[src/rtl/id_ex_stage.sv]
// rtl/id_ex_stage.sv - ID/EX pipeline register with WB bypass and load-use bubble insertion
module id_ex_stage #(
  parameter int XLEN   = 64,
  parameter int REG_AW = 5
) (
  input  logic              clk,
  input  logic              reset,
  input  logic              id_valid,
  input  logic [XLEN-1:0]   id_pc,
  input  logic [REG_AW-1:0] id_rs1,
  input  logic [REG_AW-1:0] id_rs2,
  input  logic [REG_AW-1:0] id_rd,
  input  logic [XLEN-1:0]   id_read_data1,
  input  logic [XLEN-1:0]   id_read_data2,
  input  logic [XLEN-1:0]   id_imm,
  input  logic [7:0]        id_ctrl,
  input  logic              wb_reg_write,
  input  logic [REG_AW-1:0] wb_rd,
  input  logic [XLEN-1:0]   wb_write_data,
  input  logic              flush,
  input  logic              ex_stall,
  output logic              stall_if_id,
  output logic              ex_valid,
  output logic [XLEN-1:0]   ex_pc,
  output logic [XLEN-1:0]   ex_read_data1,
  output logic [XLEN-1:0]   ex_read_data2,
  output logic [XLEN-1:0]   ex_imm,
  output logic [REG_AW-1:0] ex_rs1,
  output logic [REG_AW-1:0] ex_rs2,
  output logic [REG_AW-1:0] ex_rd,
  output logic [7:0]        ex_ctrl
);

  logic              valid_q, valid_d;
  logic [XLEN-1:0]   pc_q, pc_d;
  logic [XLEN-1:0]   rd1_q, rd1_d;
  logic [XLEN-1:0]   rd2_q, rd2_d;
  logic [XLEN-1:0]   imm_q, imm_d;
  logic [REG_AW-1:0] rs1_q, rs1_d;
  logic [REG_AW-1:0] rs2_q, rs2_d;
  logic [REG_AW-1:0] rd_q, rd_d;
  logic [7:0]        ctrl_q, ctrl_d;

  logic              wb_fwd_ok;
  logic [XLEN-1:0]   operand1;
  logic [XLEN-1:0]   operand2;
  logic              hazard;

  // The register file writes on the same edge we capture, so forward the WB value here.
  assign wb_fwd_ok = wb_reg_write && (wb_rd != '0);
  assign operand1  = (wb_fwd_ok && (wb_rd == id_rs1)) ? wb_write_data : id_read_data1;
  assign operand2  = (wb_fwd_ok && (wb_rd == id_rs2)) ? wb_write_data : id_read_data2;

  assign hazard = valid_q && ctrl_q[1] && (rd_q != '0) && id_valid &&
                  ((rd_q == id_rs1) || (rd_q == id_rs2));

  assign stall_if_id = reset && (ex_stall || (hazard && !flush));

  always_comb begin
    valid_d = valid_q;
    pc_d    = pc_q;
    rd1_d   = rd1_q;
    rd2_d   = rd2_q;
    imm_d   = imm_q;
    rs1_d   = rs1_q;
    rs2_d   = rs2_q;
    rd_d    = rd_q;
    ctrl_d  = ctrl_q;
    if (flush || (!ex_stall && hazard)) begin
      valid_d = 1'b0;
      ctrl_d  = '0;
    end else if (!ex_stall) begin
      valid_d = id_valid;
      ctrl_d  = id_valid ? id_ctrl : 8'h00;
      pc_d    = id_pc;
      rd1_d   = operand1;
      rd2_d   = operand2;
      imm_d   = id_imm;
      rs1_d   = id_rs1;
      rs2_d   = id_rs2;
      rd_d    = id_rd;
    end
  end

  always_ff @(posedge clk or negedge reset) begin
    if (!reset) begin
      valid_q <= 1'b0;
      pc_q    <= '0;
      rd1_q   <= '0;
      rd2_q   <= '0;
      imm_q   <= '0;
      rs1_q   <= '0;
      rs2_q   <= '0;
      rd_q    <= '0;
      ctrl_q  <= '0;
    end else begin
      valid_q <= valid_d;
      pc_q    <= pc_d;
      rd1_q   <= rd1_d;
      rd2_q   <= rd2_d;
      imm_q   <= imm_d;
      rs1_q   <= rs1_d;
      rs2_q   <= rs2_d;
      rd_q    <= rd_d;
      ctrl_q  <= ctrl_d;
    end
  end

  assign ex_valid      = valid_q;
  assign ex_pc         = pc_q;
  assign ex_read_data1 = rd1_q;
  assign ex_read_data2 = rd2_q;
  assign ex_imm        = imm_q;
  assign ex_rs1        = rs1_q;
  assign ex_rs2        = rs2_q;
  assign ex_rd         = rd_q;
  assign ex_ctrl       = ctrl_q;

endmodule

[config.mk]
export PLATFORM = sky130hd
export DESIGN_NAME = id_ex_stage
export DESIGN_NICKNAME = d
export VERILOG_FILES = /design/src/rtl/id_ex_stage.sv
export SDC_FILE = /design/constraint.sdc
export NUM_CORES = 1
export LEC_CHECK = 0
export ABC_AREA = 1
export CAP_MARGIN = 15
export CORE_AREA = 2 2 244 246
export DETAILED_ROUTE_END_ITERATION = 6
export DIE_AREA = 0 0 246 248
export PLACE_DENSITY = 0.47
export SYNTH_ARGS = -nofsm -noshare
export SYNTH_HDL_FRONTEND = slang
export SYNTH_SLANG_ARGS = --single-unit
[constraint.sdc]
create_clock -name clk -period 4.27 [get_ports clk]
set_input_delay 0.854 -clock clk [delete_from_list [all_inputs] [get_ports clk]]
set_output_delay 0.854 -clock clk [all_outputs]
set_load 0.005 [all_outputs]
==> Implementation_results.wiki, run 1 <==
{| class="wikitable"
! Metric !! Value
|-
| Result of the run || complete, no violations
|-
| Max Used Layer || met5
|-
| Fraction of layout instances using a drive strength above 1 || 3.98%
|-
| Via count of the routed design || 14,800
|-
| DR WL met3 || 4900 µm
|-
| Reported max-cap violation count || 0
|-
| Filler cell count || 6,106
|-
| Worst setup path category || in2out
|-
| Library cell used as clock root buffer || sky130_fd_sc_hd__clkbuf_16
|-
| Final core utilization || 37.3%
|-
| DRT Wirelength || 67,300 µm
|-
| HPWL after detailed placement || 44,900 µm
|-
| Crit path required time || 3420 ps
|-
| Antenna viol nets, final || 0
|-
| Number of buffers inserted by post-CTS setup repair || 0
|-
| DRC marker count from the first detailed-route iteration || 1,026
|-
| Number of instances resized during post-cts repair || 0
|-
| Via count of the first global-routing pass || 14,800
|-
| Initial Util || 23.3%
|-
| Signal arrival time at the worst endpoint || 2770 ps
|-
| Core box area || 58,500 µm²
|-
| Maximum achievable frequency || 276 MHz
|-
| Internal reg-to-reg setup slack || 1430 ps
|-
| CTS Buf Count || 38
|-
| First-pass GRT wire length || 98,500 µm
|-
| Number of synthesized register bits || 280
|-
| Congestion Overflow GR || 0
|-
| Number of antenna violations at the first check in global routing || 11
|-
| Avg WL per Cell || 21.6 µm
|-
| Detailed route wirelength on metal2 || 31,700 µm
|-
| Smallest hold slack || 197 ps
|-
| Synthesis-to-layout area growth || 60.2%
|-
| Mean number of vias per cell || 4.76
|-
| Mean instance size in the synthesized netlist || 7.69 µm²
|-
| Overall die height || 248 µm
|-
| Min cycle time layout || 3630 ps
|-
| Synthesis Warnings || 0
|-
| Type of element launching the critical path || input pin
|-
| Nets || 2,661
|-
| CTS sink count || 280
|-
| Worst relative slew slack || 13.5%
|-
| VDD IR-drop max || 0.219 mV
|-
| Boundary Pins || 635
|-
| Final worst path period share || 84.9%
|-
| Setup tns final || 0 ps
|-
| DR pass1 iterations || 6
|-
| Worst-Skew Late Latency || 550 ps
|-
| Static Leak || 10.4 nW
|-
| Number of instances in the placed design || 3,040
|-
| Leading cell type in the layout, fill and taps excluded || sky130_fd_sc_hd__nand2_1
|-
| Placer Congestion || 0.866
|-
| Library cell with the largest summed area after synthesis || sky130_fd_sc_hd__dfrtp_1
|-
| Net count of the mapped netlist || 2,124
|-
| Final number of max-transition violations || 0
|-
| Overall die area || 61,000 µm²
|-
| # setup viols final || 0
|-
| Worst-margin pin slew || 1300 ps
|-
| Hold/Removal Path Class || in2async
|-
| Pin count of the biggest net entering global routing || 195
|-
| CTS tree || built
|-
| Clock tree buffer depth || 3
|-
| CP endpoint kind || output port
|-
| CTS clock-pin slew for the worst setup and hold paths || 50 ps
|-
| Number of library cell types mapped by synthesis || 19
|-
| # DRC || 0
|-
| Cell types with the largest area share after synthesis || sky130_fd_sc_hd__dfrtp_1, sky130_fd_sc_hd__nand2_1, sky130_fd_sc_hd__nand4_1, sky130_fd_sc_hd__nand3_1, sky130_fd_sc_hd__buf_2
|-
| Number of standard cells in the final layout excluding fillers || 3,117
|-
| Maximum level of the CTS H-tree || 2
|-
| Wire length the detailed router placed on met1 || 28,500 µm
|-
| Synth Cell Area || 13,600 µm²
|-
| Die span in x || 246 µm
|-
| Worst Path Max Fanout || 4
|-
| Final setup skew || 12.4 ps
|-
| RSZ-0062 raised after global routing || no
|-
| Buffers added on ports || 634
|-
| Proportion of netlist area held by the largest area contributor || 51.5%
|-
| Final Hold Viols || 0
|-
| Most used cells in the layout excluding fill and tap cells || sky130_fd_sc_hd__nand2_1, sky130_fd_sc_hd__clkdlybuf4s50_1, sky130_fd_sc_hd__dfrtp_1
|-
| Count of hold buffers inserted by post-cts repair || 0
|-
| Total routing usage reported by global routing || 21.2%
|-
| Sequential cell area fraction in the yosys report || 51.5%
|-
| FP Rows || 89
|-
| Power density over the cells || 379 nW/µm²
|-
| Gate Count Post-Synth || 1,770
|}
==> where the power goes <==
part | total (mW) | switching (mW) | internal (mW) | leakage [nW]
Clock | 3.18 | 1.27 | 1.92 | 0.599
Sequential | 3.18 | 0.197 | 2.98 | 3.48
Combinational | 1.91 | 0.861 | 1.05 | 6.33
Total | 8.27 | 2.33 | 5.95 | 10.4
==> metrics by stage <==
step	total power, mW	area, µm²	worst slack [ps]
floorplan	3.76	13600	1590
global placement	5.15	20600	634
detailed placement	5.15	20600	627
CTS	8.42	21800	634
global route	8.69	21800	415
finish	8.27	21800	643
==> metal layers <==
layer,track usage [%],vias up
li1,-,6987
met1,27.5,7190
met2,34.1,541
met3,5.26,116
met4,8.15,2
met5,0,-
==> worst paths after layout <==
check                                         end       from  depth (start not counted)
worst max-delay path                  stall_if_id  id_rs1[3]                         12
worst min-delay path                     ex_pc[4]      reset                          1
worst max register to register  ex_read_data2[59]   ex_rd[0]                          9
worst min register to register          ex_rs1[0]  ex_rs1[0]                          2
max in group asynchronous               ex_pc[60]      reset                          2
min in group clk                        ex_rs1[0]  ex_rs1[0]                          2
==> flip-flops by register name, summed over array words and instances, names as in the netlist <==
register,cells
ex_imm,64
ex_rs1,5
ex_read_data1,64
ex_rd,5
ex_pc,64
ex_rs2,5
ex_ctrl,8
ex_valid,1
ex_read_data2,64
==> logic make-up after synthesis <==
kind of cell | Yosys count | share of synthesized area, %
flip-flops | 280 | 51.5
AND/OR/NAND/NOR | 1285 | 41.9
XOR/XNOR | 6 | 0.386
buffers and inverters | 189 | 5.90
AO/OA/AOI/OAI | 10 | 0.386
==> critical path: stages <==
cell	delay, ps
sky130_fd_sc_hd__clkdlybuf4s50_1	580
sky130_fd_sc_hd__inv_1	60
sky130_fd_sc_hd__nand2_1	50
sky130_fd_sc_hd__nand2_1	50
sky130_fd_sc_hd__nor2_1	100
sky130_fd_sc_hd__nand3_1	90
sky130_fd_sc_hd__nand2_1	100
sky130_fd_sc_hd__nand2_4	70
sky130_fd_sc_hd__inv_1	50
sky130_fd_sc_hd__nand2_1	40
sky130_fd_sc_hd__a21boi_0	170
sky130_fd_sc_hd__clkdlybuf4s50_1	550
==> synthesized netlist by cell type <==
cell type                  count
sky130_fd_sc_hd__buf_1        28
sky130_fd_sc_hd__xor2_1        4
sky130_fd_sc_hd__inv_1        23
sky130_fd_sc_hd__a21boi_0      1
sky130_fd_sc_hd__nand2_1     852
sky130_fd_sc_hd__clkbuf_2      1
sky130_fd_sc_hd__nand4_1     273
sky130_fd_sc_hd__buf_6         2
sky130_fd_sc_hd__o21ai_0       9
sky130_fd_sc_hd__dfrtp_1     280
sky130_fd_sc_hd__clkbuf_1     73
sky130_fd_sc_hd__nor2_1       13
sky130_fd_sc_hd__buf_2        56
sky130_fd_sc_hd__xnor2_1       2
sky130_fd_sc_hd__inv_2         4
sky130_fd_sc_hd__buf_4         2
sky130_fd_sc_hd__nand3_1     143
sky130_fd_sc_hd__nor2_2        2
sky130_fd_sc_hd__nand3_2       2
==> final cells by class <==
cell class,count,area [µm²],share of cell area [%]
antenna,10,25.0,0.115
multi-input combinational,1301,5870,26.9
inverter,27,116,0.533
tap,773,967,4.43
timing repair buffer,659,6610,30.3
clock buffer,61,1160,5.32
sequential,280,7010,32.1
clock inverter,6,58.8,0.270
No activity file was read; power rests on OpenSTA's default activity.
==> inputs of run 2 (changes only) <==
--- a/config.mk
+++ b/config.mk
@@ -7,9 +7,9 @@
 export LEC_CHECK = 0
 export ABC_AREA = 1
 export CAP_MARGIN = 15
-export CORE_AREA = 2 2 244 246
+export CORE_AREA = 2 2 245 247
 export DETAILED_ROUTE_END_ITERATION = 6
-export DIE_AREA = 0 0 246 248
+export DIE_AREA = 0 0 247 249
 export PLACE_DENSITY = 0.47
 export SYNTH_ARGS = -nofsm -noshare
 export SYNTH_HDL_FRONTEND = slang
==> constraint.sdc (replaced) <==
create_clock -name clk -period 3.76 [get_ports clk]
set_input_delay 0.752 -clock clk [delete_from_list [all_inputs] [get_ports clk]]
set_output_delay 0.752 -clock clk [all_outputs]
set_load 0.005 [all_outputs]
==> run 2 against run 1 <==
- global-route usage about the same
- sequential share of layout area down 0.14 points
- cell area up 0.43%
- via count about the same
- largest power group unchanged
- clock skew down 1.1 ps
- non-clock buffer count up 3
- critical path depth unchanged
- cell count unchanged
- critical endpoint unchanged
==> Implementation_results.wiki, run 2 (same netlist as run 1, synthesis figures left out) <==
{| class="wikitable"
! Metric !! Value
|-
| Result of the run || complete, no violations
|-
| Final setup skew || 11.3 ps
|-
| Mean number of vias per cell || 4.76
|-
| RSZ-0062 raised after global routing || no
|-
| Boundary Pins || 635
|-
| Pin count of the biggest net entering global routing || 196
|-
| DRT Wirelength || 67,100 µm
|-
| Overall die height || 249 µm
|-
| Total net switching power || 2.60 mW
|-
| Internal power consumption || 6.74 mW
|-
| Setup tns final || 0 ps
|-
| CTS Buf Count || 36
|-
| Worst-margin pin slew || 1210 ps
|-
| Signal arrival time at the worst endpoint || 2380 ps
|-
| Crit path required time || 3010 ps
|-
| Static Leak || 10.4 nW
|-
| Fraction of layout instances using a drive strength above 1 || 4.07%
|-
| Type of element launching the critical path || input pin
|-
| Total routing usage reported by global routing || 21.2%
|-
| Avg WL per Cell || 21.5 µm
|-
| Placer Congestion || 0.861
|-
| Worst-Skew Late Latency || 540 ps
|-
| Leading cell type in the layout, fill and taps excluded || sky130_fd_sc_hd__nand2_1
|-
| Worst relative slew slack || 19.1%
|-
| Net switching share of the total power || 27.8%
|-
| Most used cells in the layout excluding fill and tap cells || sky130_fd_sc_hd__nand2_1, sky130_fd_sc_hd__clkdlybuf4s50_1, sky130_fd_sc_hd__dfrtp_1
|-
| Maximum level of the CTS H-tree || 2
|-
| Nets || 2,662
|-
| Number of antenna violations at the first check in global routing || 13
|-
| Congestion Overflow GR || 0
|-
| Buffers added on ports || 634
|-
| Antenna viol nets, final || 0
|-
| DR pass1 iterations || 5
|-
| VDD IR-drop max || 0.239 mV
|-
| CTS tree || built
|-
| Part of the total power dissipated in combinational logic || 23.4%
|-
| Final number of max-transition violations || 0
|-
| Clock tree buffer depth || 3
|-
| Final Hold Viols || 0
|-
| # setup viols final || 0
|-
| Core box area || 58,700 µm²
|-
| CTS clock-pin slew for the worst setup and hold paths || 50 ps
|-
| # DRC || 0
|-
| Library cell used as clock root buffer || sky130_fd_sc_hd__clkbuf_16
|-
| Min cycle time layout || 3130 ps
|-
| Part of the power in registers || 38.7%
|-
| Via count of the routed design || 14,800
|-
| HPWL after detailed placement || 45,400 µm
|-
| Final worst path period share || 83.3%
|-
| Filler cell count || 6,039
|-
| CTS sink count || 280
|-
| Overall die area || 61,500 µm²
|-
| Worst Path Max Fanout || 4
|-
| Synthesis-to-layout area growth || 60.9%
|-
| Number of buffers inserted by post-CTS setup repair || 0
|-
| Pwr Total || 9.35 mW
|-
| Number of standard cells in the final layout excluding fillers || 3,117
|-
| FP Rows || 89
|-
| Final Cell Area || 21,900 µm²
|-
| CP endpoint kind || output port
|-
| Reported max-cap violation count || 0
|-
| Power density over the cells || 427 nW/µm²
|-
| DRC marker count from the first detailed-route iteration || 870
|-
| Die span in x || 247 µm
|-
| Standard cell area after detailed placement || 20,700 µm²
|-
| Reg area || 7010 µm²
|-
| Maximum achievable frequency || 319 MHz
|-
| Via count of the first global-routing pass || 14,900
|-
| Worst setup path category || in2out
|-
| Count of hold buffers inserted by post-cts repair || 0
|-
| Initial Util || 23.2%
|-
| Hold/Removal Path Class || in2async
|-
| Number of instances in the placed design || 3,043
|-
| Part of the power in the clock network || 38.0%
|-
| Footprint of the multi-input gates || 5870 µm²
|-
| First-pass GRT wire length || 99,400 µm
|}
## run 2: what timing repair did
action / CTS / global route
resized for setup: 0 / 1
endpoints found under the hold margin: 0 / 0
endpoints found under the setup margin: 0 / 1
## run 2: path summary, 6_finish.rpt
kind / depth (start not counted) / slack, ps / endpoint / from
worst min register to register: 2 / 470 / ex_imm[12] / ex_imm[12]
max in group asynchronous: 3 / 2150 / ex_rd[3] / reset
worst min-delay path: 2 / 360 / ex_read_data1[15] / reset
worst max register to register: 9 / 820 / ex_pc[14] / ex_rd[0]
min in group clk: 2 / 470 / ex_imm[12] / ex_imm[12]
worst max-delay path: 12 / 630 / stall_if_id / id_rs2[1]
## run 2: power by group through the flow
stage               Sequential, mW  Clock [mW]  Combinational, mW
finish                        3.61        3.55               2.18
global route                  3.66        3.78               2.38
CTS                           3.61        3.67               2.22
detailed placement            3.66           0               2.21
global placement              3.65           0               2.21
floorplan                     3.67           0              0.604
## run 2: stage by stage
stage	hold slack (ps)	worst slack [ps]	utilization (%)
final	361	628	37.3
after detailed placement	458	198	35.3
after global placement	452	210	35.3
after global routing	388	399	37.3
after CTS	369	195	37.3
after floorplan	456	1280	-
## run 2: layout make-up
| type | count | area share [%] |
|---|---|---|
| Antenna cell | 11 | 0.126 |
| Clock buffer | 55 | 4.85 |
| Clock inverter | 8 | 0.560 |
| Inverter | 27 | 0.531 |
| Multi-Input combinational cell | 1301 | 26.8 |
| Sequential cell | 280 | 32.0 |
| Tap cell | 773 | 4.41 |
| Timing Repair Buffer | 662 | 30.8 |
## run 2: per-layer routing
layer	GRT usage, %	share of wire [%]	vias to the layer above
met2	34.5	48	550
met5	0	0.040	-
met3	5.62	7.7	108
li1	-	-	6982
met1	26.9	41	7203
met4	7.76	3.3	4
## run 2: worst max-delay path, stage by stage
cell and delay (ps):
sky130_fd_sc_hd__clkdlybuf4s50_1 540, sky130_fd_sc_hd__inv_1 70, sky130_fd_sc_hd__nand2_1 60, sky130_fd_sc_hd__nand2_1 50, sky130_fd_sc_hd__nor2_1 110, sky130_fd_sc_hd__nand3_1 80, sky130_fd_sc_hd__nand2_1 150, sky130_fd_sc_hd__nand2_4 60
sky130_fd_sc_hd__inv_1 50, sky130_fd_sc_hd__nand2_1 40, sky130_fd_sc_hd__a21boi_0 170, sky130_fd_sc_hd__dlymetal6s2s_1 230
==> inputs of run 3 (changes only) <==
==> constraint.sdc (replaced) <==
create_clock -name clk -period 3.2 [get_ports clk]
set_input_delay 0.64 -clock clk [delete_from_list [all_inputs] [get_ports clk]]
set_output_delay 0.64 -clock clk [all_outputs]
set_load 0.005 [all_outputs]
==> run 3 against run 2 <==
- power up 16%
- clock power up 14%
- sequential power up 17%
- flip-flop and latch count unchanged
- die area unchanged
- cell count up 0.51%
- first-iteration DRC count up 23%
- via count down 0.60%
- cell area up 0.79%
- wire length about the same
- worst setup slack worse by 420 ps
- global-route usage down 0.091 points
- critical endpoint unchanged
- largest cell class unchanged
- largest power group unchanged
- highest routed layer unchanged
==> Implementation_results.wiki, run 3 (same netlist as run 1, synthesis figures left out) <==
{| class="wikitable"
! Metric !! Value
|-
| Most used cells in the layout excluding fill and tap cells || sky130_fd_sc_hd__nand2_1, sky130_fd_sc_hd__clkdlybuf4s50_1, sky130_fd_sc_hd__dfrtp_1
|-
| VDD IR-drop max || 0.289 mV
|-
| Endpoint of the worst setup timing path || stall_if_id
|-
| CTS clock-pin slew for the worst setup and hold paths || 60 ps
|-
| Via count of the first global-routing pass || 14,700
|-
| Part of the total power dissipated in combinational logic || 23.9%
|-
| Cell with the biggest individual delay on the critical path || sky130_fd_sc_hd__clkdlybuf4s50_1
|-
| Boundary Pins || 635
|-
| Total net switching power || 3.08 mW
|-
| Part of the power in registers || 39.0%
|-
| Gate family responsible for the most delay along the worst path || buffers and inverters
|-
| Final Hold Viols || 0
|-
| Initial Util || 23.2%
|-
| Power density over the cells || 492 nW/µm²
|-
| CTS sink count || 280
|-
| Result of the run || complete, no violations
|-
| Internal reg-to-reg setup slack || 880 ps
|-
| Worst-case reg-to-reg path depth || 9
|-
| Worst setup path category || in2out
|-
| CP endpoint kind || output port
|-
| Pin count of the biggest net entering global routing || 202
|-
| Startpoint of the worst register-to-register path || ex_rd[0]
|-
| Nets || 2,683
|-
| Maximum achievable frequency || 334 MHz
|-
| Net switching share of the total power || 28.3%
|-
| Filler cell count || 6,014
|-
| Worst-Skew Late Latency || 550 ps
|-
| Worst path depth || 12
|-
| Buffers & Inverters on Critical Path || 4
|-
| Synthesis-to-layout area growth || 62.2%
|-
| Die span in x || 247 µm
|-
| Hold Crit Depth || 2
|-
| Clock tree buffer depth || 3
|-
| CTS tree || built
|-
| Setup tns final || 0 ps
|-
| Crit path required time || 2560 ps
|-
| Hold/Removal Path Class || reg2reg
|-
| First-pass GRT wire length || 99,300 µm
|-
| Final worst path period share || 93.5%
|-
| Fraction of layout instances using a drive strength above 1 || 4.88%
|-
| Worst r2r dst || ex_read_data2[24]
|-
| Avg WL per Cell || 21.4 µm
|-
| Worst-margin pin slew || 1470 ps
|-
| DRC marker count from the first detailed-route iteration || 1,066
|-
| CTS Buf Count || 37
|-
| Crit-path most repeated cell || sky130_fd_sc_hd__nand2_1
|-
| # setup viols final || 0
|-
| CP startpoint || id_rs2[1]
|-
| Hold path start || ex_imm[32]
|-
| Worst path max stage delay || 530 ps
|-
| Reported max-cap violation count || 0
|-
| Min cycle time layout || 2990 ps
|-
| # DRC || 0
|-
| Worst Path Max Fanout || 4
|-
| Overall die area || 61,500 µm²
|-
| Congestion Overflow GR || 0
|-
| Number of antenna violations at the first check in global routing || 8
|-
| HPWL after detailed placement || 45,400 µm
|-
| RSZ-0062 raised after global routing || no
|-
| Static Leak || 10.5 nW
|-
| Worst relative slew slack || 1.89%
|-
| Library cell used as clock root buffer || sky130_fd_sc_hd__clkbuf_16
|-
| Cells along the critical path || clkdlybuf4s50_1 -> inv_1 -> nand2_1 -> nand2_1 -> nor2_1 -> nand3_1 -> nand2_1 -> nand2_4 -> inv_1 -> nand2_1 -> a21boi_0 -> dlygate4sd2_1
|-
| Via count of the routed design || 14,800
|-
| DR pass1 iterations || 5
|-
| Final number of max-transition violations || 0
|-
| Standard cell area after detailed placement || 20,900 µm²
|-
| FP Rows || 89
|-
| Mean number of vias per cell || 4.71
|-
| Internal power consumption || 7.79 mW
|-
| Signal arrival time at the worst endpoint || 2350 ps
|-
| Final Cell Area || 22,100 µm²
|-
| Overall die height || 249 µm
|-
| DRT Wirelength || 67,100 µm
|-
| Leading cell type in the layout, fill and taps excluded || sky130_fd_sc_hd__nand2_1
|-
| Maximum level of the CTS H-tree || 2
|-
| Number of buffers inserted by post-CTS setup repair || 0
|-
| Placer Congestion || 0.861
|-
| Antenna viol nets, final || 0
|-
| Type of element launching the critical path || input pin
|-
| Total routing usage reported by global routing || 21.1%
|-
| Final setup skew || 21.8 ps
|-
| Core box area || 58,700 µm²
|-
| Part of the power in the clock network || 37.1%
|-
| Buffers added on ports || 634
|}
## run 3: worst register-to-register path, cell delays in order (launching register included)
cell and delay, ps:
sky130_fd_sc_hd__dfrtp_1 470, sky130_fd_sc_hd__nor2_1 130, sky130_fd_sc_hd__nand4_1 210, sky130_fd_sc_hd__nand4_1 150, sky130_fd_sc_hd__inv_1 80, sky130_fd_sc_hd__nand2_4 70, sky130_fd_sc_hd__buf_4 150, sky130_fd_sc_hd__buf_12 380
sky130_fd_sc_hd__nand4_1 500, sky130_fd_sc_hd__nand2_1 120
## run 3: how the worst min path moves through the flow
stage | slack (ps) | endpoint
3_3_place_gp | 450 | ex_imm[35]
5_1_grt | 480 | ex_imm[32]
4_1_cts | 470 | ex_pc[32]
2_1_floorplan | 340 | ex_ctrl[0]
3_5_place_dp | 460 | ex_imm[32]
6_report | 470 | ex_imm[32]
## run 3: metal layers
metal	vias up	part of all wire (%)	track usage, %
li1	7017	-	-
met1	7115	41	26.5
met2	531	48	35.0
met3	93	8.1	5.91
met4	2	3.1	6.63
met5	-	0.019	0
## run 3: timing repair
item / CTS / global route
hold buffers: 1 / 0
setup endpoints to repair: 1 / 0
gates resized for setup: 1 / 0
hold endpoints to repair: 17 / 0
## run 3: cell type report
type / instances / area (µm²) / share of cell area, %
antenna: 5 / 12.5 / 0.0567
clock buffer: 57 / 1100 / 5.00
clock inverter: 8 / 46.3 / 0.210
multi-input combinational: 1301 / 5870 / 26.6
timing repair buffer: 682 / 6960 / 31.5
tap: 773 / 967 / 4.38
inverter: 27 / 116 / 0.527
sequential: 280 / 7010 / 31.7
## run 3: stage by stage
| stage | hold WS (ps) | total power [mW] | utilization, % | cells | setup WS [ps] |
|---|---|---|---|---|---|
| 4_1_cts | 471 | 11.1 | 37.6 | 3128 | 182 |
| 6_report | 467 | 10.9 | 37.6 | 3133 | 208 |
| 5_1_grt | 481 | 11.4 | 37.6 | 3133 | 31.3 |
| 3_5_place_dp | 457 | 6.92 | 35.6 | 3062 | -97.5 |
| 2_1_floorplan | 344 | 5.02 | - | 1770 | 944 |
| 3_3_place_gp | 453 | 6.92 | 35.6 | 3062 | -80.5 |
## run 3: power by group through the flow
stage                     combinational [mW]  sequential [mW]  clock (mW)
after floorplan                        0.710             4.31           0
after global placement                  2.63             4.28           0
after detailed placement                2.63             4.29           0
after CTS                               2.64             4.24        4.17
after global routing                    2.83             4.29        4.32
final                                   2.60             4.24        4.03
